[src/rtl/store_buffer.sv]
// store_buffer: FIFO store queue with load forwarding in front of dm (st_* in, ld_* lookup, dm_* port, count/empty/full status)
module store_buffer #(
  parameter int DEPTH = 4,
  parameter int STARVE = 4
) (
  input  logic                     clk,
  input  logic                     rst_n,
  input  logic                     st_valid,
  input  logic [31:0]              st_addr,
  input  logic [31:0]              st_data,
  output logic                     st_ready,
  input  logic                     ld_valid,
  input  logic [31:0]              ld_addr,
  output logic [31:0]              ld_data,
  output logic                     ld_stall,
  output logic [31:0]              dm_addr,
  output logic                     dm_wr,
  output logic [31:0]              dm_wdata,
  input  logic [31:0]              dm_rdata,
  output logic [$clog2(DEPTH):0]   count,
  output logic                     empty,
  output logic                     full
);
  localparam int AW = $clog2(DEPTH);
  localparam int SW = $clog2(STARVE + 1);
  logic [31:0] e_addr [DEPTH];
  logic [31:0] e_data [DEPTH];
  logic [AW-1:0] head, tail;
  logic [SW-1:0] starve_cnt;
  logic push, drain, force_drain, hit;
  logic [31:0] fwd;
  assign full = count == (AW+1)'(DEPTH);
  assign empty = count == '0;
  assign st_ready = !full;
  assign force_drain = starve_cnt == SW'(STARVE);
  assign push = st_valid && !full;
  assign drain = !empty && (!ld_valid || force_drain);
  assign ld_stall = ld_valid && force_drain;
  assign dm_wr = drain;
  assign dm_addr = drain ? e_addr[head] : ld_valid ? ld_addr : '0;
  assign dm_wdata = drain ? e_data[head] : '0;
  assign ld_data = hit ? fwd : dm_rdata;
  always_comb begin
    hit = 1'b0;
    fwd = '0;
    for (int i = 0; i < DEPTH; i++)
      if ((AW+1)'(i) < count && e_addr[head + AW'(i)] == ld_addr) begin
        hit = 1'b1;
        fwd = e_data[head + AW'(i)];
      end
  end
  always_ff @(posedge clk)
    if (push) begin
      e_addr[tail] <= st_addr;
      e_data[tail] <= st_data;
    end
  always_ff @(posedge clk or negedge rst_n)
    if (!rst_n) begin
      head <= '0;
      tail <= '0;
      count <= '0;
      starve_cnt <= '0;
    end else begin
      head <= head + AW'(drain);
      tail <= tail + AW'(push);
      count <= count + (AW+1)'(push) - (AW+1)'(drain);
      starve_cnt <= (drain || !full) ? '0 : (ld_valid && !force_drain) ? starve_cnt + 1'b1 : starve_cnt;
    end
endmodule

[config.mk]
export PLATFORM = sky130hd
export DESIGN_NAME = store_buffer
export DESIGN_NICKNAME = d
export VERILOG_FILES = /design/src/rtl/store_buffer.sv
export SDC_FILE = /design/constraint.sdc
export NUM_CORES = 1
export LEC_CHECK = 0
export CELL_PAD_IN_SITES_DETAIL_PLACEMENT = 1
export CELL_PAD_IN_SITES_GLOBAL_PLACEMENT = 1
export CORE_UTILIZATION = 42
export DETAILED_ROUTE_END_ITERATION = 12
export PLACE_DENSITY = 0.84
export SLEW_MARGIN = 5
export SYNTH_ARGS = -nofsm -noshare
export SYNTH_HDL_FRONTEND = slang
export SYNTH_SLANG_ARGS = --single-unit
[constraint.sdc]
create_clock -name clk -period 8.91 [get_ports clk]
set_clock_uncertainty 0.05 [all_clocks]
set_input_delay 2.673 -clock clk [delete_from_list [all_inputs] [get_ports clk]]
set_output_delay 2.673 -clock clk [all_outputs]
set_load 0.01 [all_outputs]
==> results of run 1 <==
[logic make-up after synthesis]
kind of cell | Yosys count | synth area share, %
flops | 266 | 42.5
buf+inv | 167 | 4.60
mux | 301 | 28.2
fa+ha+maj | 9 | 0.643
simple gates | 349 | 10.0
xor+xnor | 102 | 4.78
compound gates | 235 | 9.25
[cell type report]
cell class	instances	area (µm²)
inverters	26	97.6
diodes	7	17.5
well taps	585	732
multi-input cells	996	10000
clock inverters	17	191
flip-flops and latches	266	7950
clock buffers	40	810
repair buffers	345	3400
fillers	4357	20200
[per-layer routing]
layer | share of wire, % | vias to the layer above | GRT usage [%]
li1 | - | 6220 | -
met3 | 7.2 | 132 | 4.93
met2 | 48 | 620 | 46.6
met5 | 0.057 | - | 0
met4 | 3.3 | 6 | 10.5
met1 | 41 | 7671 | 38.5
[through the flow]
step | setup TNS (ps) | hold slack, ps | setup WS (ps)
2_1_floorplan | 0 | 382 | 827
3_3_place_gp | -2370 | 395 | -135
3_5_place_dp | -5520 | 417 | -238
4_1_cts | -97.7 | 425 | -64.7
5_1_grt | -1.13 | 458 | -1.13
6_report | 0 | 420 | 107
[layout by cell type, fill, tap and decap left out, drive strengths merged, types with 11 or more instances in the layout]
cell type,netlist,routed
nand4,18,18
mux2,39,39
nor4,11,11
nand2,109,109
o211ai,20,20
o221a,16,16
a21oi,41,41
clkinv,2,12
xor2,25,25
buf,78,107
o31ai,32,32
nand3,57,57
o21ai,40,40
edfxtp,256,256
and2,33,33
dlygate4sd2,0,26
xnor2,77,77
mux2i,86,86
clkbuf,63,40
nor2,38,38
o22ai,12,12
a211oi,18,18
nor4b,17,17
inv,24,27
nand3b,32,32
clkdlybuf4s50,0,200
mux4,176,176
[flip-flops by register name, indices dropped and copies added, names as in the netlist]
name and count:
count 3, e_addr 128, e_data 128, head 2, starve_cnt 3, tail 2
[repair_timing]
item | CTS | global route
gates resized for setup | 38 | 21
endpoints found under the setup margin | 32 | 26
pin swaps | 3 | 2
cloned | 3 | 0
buffers inserted | 5 | 2
[cell usage after synthesis, types with 25 or more instances]
master / count / area [µm²]
mux2i_1: 86 / 861
edfxtp_1: 256 / 7690
o21ai_0: 39 / 195
mux4_2: 176 / 3960
nor2_1: 38 / 143
a21oi_1: 32 / 160
and2_1: 33 / 206
nand3_1: 57 / 285
xnor2_1: 77 / 674
mux2_2: 37 / 417
xor2_1: 25 / 219
buf_2: 35 / 175
o31ai_1: 32 / 240
nand3b_1: 32 / 240
clkbuf_1: 63 / 236
nand2_1: 109 / 409
[power by group through the flow]
stage / Sequential (µW) / Clock, µW / Combinational (µW)
2_1_floorplan: 1830 / 0 / 2790
3_3_place_gp: 1920 / 0 / 3790
3_5_place_dp: 1960 / 0 / 3880
4_1_cts: 1940 / 1300 / 3920
5_1_grt: 1980 / 1340 / 4180
6_report: 1950 / 1280 / 3960
[path summary, 6_finish.rpt]
kind / slack (ps) / from / end
min in group asynchronous: 2370 / rst_n / count[0]
worst min-delay path: 420 / starve_cnt[0] / starve_cnt[0]
worst max-delay path: 110 / ld_addr[21] / ld_data[12]
worst min register to register: 420 / starve_cnt[0] / starve_cnt[0]
max in group asynchronous: 6050 / rst_n / head[0]
worst max register to register: 5690 / count[1] / e_data[1][12]
==> flow_summary.toml, run 1 <==
[cts]
clkLatencyLatePin_ps = 590
cts_buffers = 31
cts_sinks = 266
tritoncts = "yes"
cts_hold_buf = 0
clock-root-buffer = "clkbuf_16"
htreeDepth = 1
clk_pin_slew_ps = 60
clk_path_buf_depth = 3

[timing]
fmax_mhz = 114
setup_viol = 0
maxSlewViolCount = 0
period_minus_slack_ps = 8800
max_slew_margin_pct = 20.7
hold_violations = 0
period_share_pct = 98.8
tightest_slew_ps = 1190

[worst_setup_path]
slowest_stage = "clkdlybuf4s50_1"
worstPathCellList = "clkdlybuf4s50_1 -> inv_2 -> a222oi_1 -> o2bb2a_2 -> a2111oi_4 -> buf_4 -> nor4bb_4 -> buf_4 -> bufbuf_16 -> a211o_4 -> buf_6 -> o221a_1 -> a21oi_2 -> dlygate4sd2_1"
path_depth = 14
path_class = "in -> out"
path_buf_inv = 7
critPathMaxFanout = 12
cpMostUsedCell = "buf_4"
critPathLaunchType = "primary input"
max_stage_delay_ps = 490
path_delay_family = "buffers and inverters"
r2r_cells = 7
arrival_ps = 6080
crit_required_ps = 6190
worstSetupEndpointType = "primary output"

[synthesis]
synth_nets = 1570
yosys_warnings = 0
yosys_most_used_dff = "edfxtp_1"
async_flop_share_pct = 3.76
ys_ff_latch = 266
syn_area_mm2 = 0.0187
postSynthCellCount = 1429
avgSynthCellArea_um2 = 13.1
synth_edf_count = 256
yosysUniqueCellTypes = 75
yosysSeqAreaShare_pct = 42.5

[pwr]
switching_share_pct = 39.7
p_leak_uw = 0.00799
power.density_mw_per_mm2 = 309
comb_power_share_pct = 55.1
power.share.clock_pct = 17.8
p_int_uw = 4330
irDropWorstVdd_v = 0.000165
sequentialPowerShare_pct = 27.1
p_total_uw = 7180
p_switching_uw = 2850

[global_route]
grt-ovfl-total = 0
grt_pass1_wl_mm = 96.5
grt_usage_pct = 28.7
antenna_found_initial = 8
grt_max_degree = 73
grt_pass1_vias = 15200

[finish]
drive_gt1_share_pct = 24.7
postLayoutCoreUtil_pct = 53.5
final_cells = 2282
area_delta_synth_final_pct = 24.4
stdcell_area_mm2 = 0.0232
fin_nets = 1807

[place]
dp.final_hpwl_mm = 45.4
gp_congestion = 0.992
dp.cells = 2208
dpl-instance-area_mm2 = 0.0220
numPortBuffers = 235

[min_path]
hold_depth = 1
hold_class = "reg -> reg"

[routing]
vias = 14600
finalWirelength_mm = 65.2
drc = 0
drtPass1Iterations = 5
via_per_inst = 6.42
ant_nets = 0
drt-initial-drc-count = 1288
wire_per_inst_um = 28.6

[floorplanning]
io_pins = 236
die_w_um = 213
core-area_mm2 = 0.0435
die_area_mm2 = 0.0453
fp-row-count = 76
die_h_um = 213
start_util_pct = 43.0

[outcome]
status = "finished, final reports clean"

[flow_run]
maxCapViolations = 0
Note: power is estimated with default switching activity, not from simulation.
==> run 2: changes to the inputs <==
--- a/config.mk
+++ b/config.mk
@@ -5,6 +5,7 @@
 export SDC_FILE = /design/constraint.sdc
 export NUM_CORES = 1
 export LEC_CHECK = 0
+export CAP_MARGIN = 20
 export CELL_PAD_IN_SITES_DETAIL_PLACEMENT = 1
 export CELL_PAD_IN_SITES_GLOBAL_PLACEMENT = 1
 export CORE_UTILIZATION = 42
==> flow_summary.toml, run 2 (synthesis results as in run 1) <==
[min_path]
hold_class = "reg -> reg"

[global_route]
grt_max_degree = 73
antenna_found_initial = 7
grt_pass1_vias = 15100
grt_usage_pct = 28.7
grt_pass1_wl_mm = 96.2
grt-ovfl-total = 0

[worst_setup_path]
worstPathCellList = "clkdlybuf4s50_1 -> inv_1 -> a222oi_1 -> o2bb2a_2 -> a2111oi_4 -> buf_4 -> nor4bb_4 -> buf_12 -> a211oi_2 -> buf_12 -> a211oi_1 -> a21oi_1 -> clkdlybuf4s50_1"
path_buf_inv = 6
critPathMaxFanout = 15
path_class = "in -> out"
worstSetupEndpointType = "primary output"
critPathLaunchType = "primary input"
path_delay_family = "buffers and inverters"
max_stage_delay_ps = 490
arrival_ps = 6150
slowest_stage = "clkdlybuf4s50_1"
crit_required_ps = 6190

[place]
dp.final_hpwl_mm = 45.5
gp_congestion = 0.992
numPortBuffers = 235
dp_slack_ps = -215
dpl-instance-area_mm2 = 0.0220

[cts]
cts_sinks = 266
clk_path_buf_depth = 3
htreeDepth = 2
cts_hold_buf = 0
clk_pin_slew_ps = 60
tritoncts = "yes"
clkLatencyLatePin_ps = 550
clock-root-buffer = "clkbuf_16"
cts_buffers = 34

[timing]
setup_ws_ps = 40.1
tightest_slew_ps = 1050
maxSlewViolCount = 0
period_share_pct = 99.5
rsz0062_at_grt = "yes"
max_slew_margin_pct = 29.8
hold_violations = 0
setup_viol = 0
period_minus_slack_ps = 8870
fmax_mhz = 113

[routing]
finalWirelength_mm = 64.6
via_per_inst = 6.41
drt-initial-drc-count = 1324
wire_per_inst_um = 28.3
vias = 14600
ant_nets = 0
drtPass1Iterations = 6
drc = 0

[finish]
final_cell_mix = "edfxtp_1 (256), clkdlybuf4s50_1 (203), mux4_2 (176)"
stdcell_area_mm2 = 0.0233
top_regs = "e_addr: 128 flops, e_data: 128 flops"
drive_gt1_share_pct = 24.9
area_delta_synth_final_pct = 24.8
final_common_cell = "edfxtp_1"
fin_nets = 1807

[floorplanning]
start_util_pct = 43.0
die_h_um = 213
core-area_mm2 = 0.0435
fp-row-count = 76
die_w_um = 213
die_area_mm2 = 0.0453
io_pins = 236

[outcome]
status = "finished, final reports clean"

[flow_run]
maxCapViolations = 0

[pwr]
power.density_mw_per_mm2 = 310
p_leak_uw = 0.00801
irDropWorstVdd_v = 0.000189
==> run 2: worst reg2reg max path, cell delays in order, from the launching register on <==
cell	delay [ps]
dfrtp_1	520
nor3_1	270
a21o_2	440
inv_2	190
buf_4	300
ha_1	340
inv_1	50
ha_1	140
inv_1	60
fa_1	400
xor2_1	170
==> run 2: layer usage <==
| layer | part of all wire [%] | GRT usage (%) |
|---|---|---|
| met2 | 49 | 47.1 |
| met1 | 41 | 38.4 |
| met3 | 7.6 | 5.72 |
| met5 | 0.060 | 0 |
| met4 | 2.4 | 8.53 |
==> run 2: path summary, 6_finish.rpt <==
kind                               start            end  slack (ps)  cells after the start
max in group asynchronous          rst_n        head[0]        6040                      1
setup reg to reg                count[2]       count[2]        5870                     10
setup / recovery             ld_addr[21]     ld_data[6]          40                     13
hold / removal             starve_cnt[0]  starve_cnt[0]         420                      1
hold reg to reg            starve_cnt[0]  starve_cnt[0]         420                      1
min in group asynchronous          rst_n  starve_cnt[2]        2400                      1
==> run 2: what timing repair did <==
action,CTS,global route
cloned,2,0
buffers inserted,2,1
pin swaps,1,2
endpoints found under the setup margin,32,23
gates resized for setup,34,24
==> run 2: cell type report <==
type / count / area (µm²)
Timing Repair Buffer: 342 / 3390
Sequential cell: 266 / 7950
Multi-Input combinational cell: 996 / 10100
Inverter: 26 / 97.6
Fill cell: 4343 / 20100
Antenna cell: 5 / 12.5
Tap cell: 585 / 732
Clock inverter: 21 / 174
Clock buffer: 41 / 898
==> run 2: metrics by stage <==
stage	utilization, %	TNS [ps]	total power, µW	hold WS (ps)	cells
finish	53.6	0	7220	419	2282
detailed placement	50.6	-4840	5840	417	2209
global route	53.6	-137	7560	458	2281
CTS	53.3	-57.2	7200	425	2275
floorplan	-	0	4620	382	1429
global placement	50.5	-2370	5710	395	2208
==> run 2: power by group <==
part           internal, µW  switching [µW]  total (µW)  leakage (µW)
Combinational          1920            2040        3960       0.00502
Clock                   780             543        1320      0.000523
Sequential             1670             271        1940       0.00247
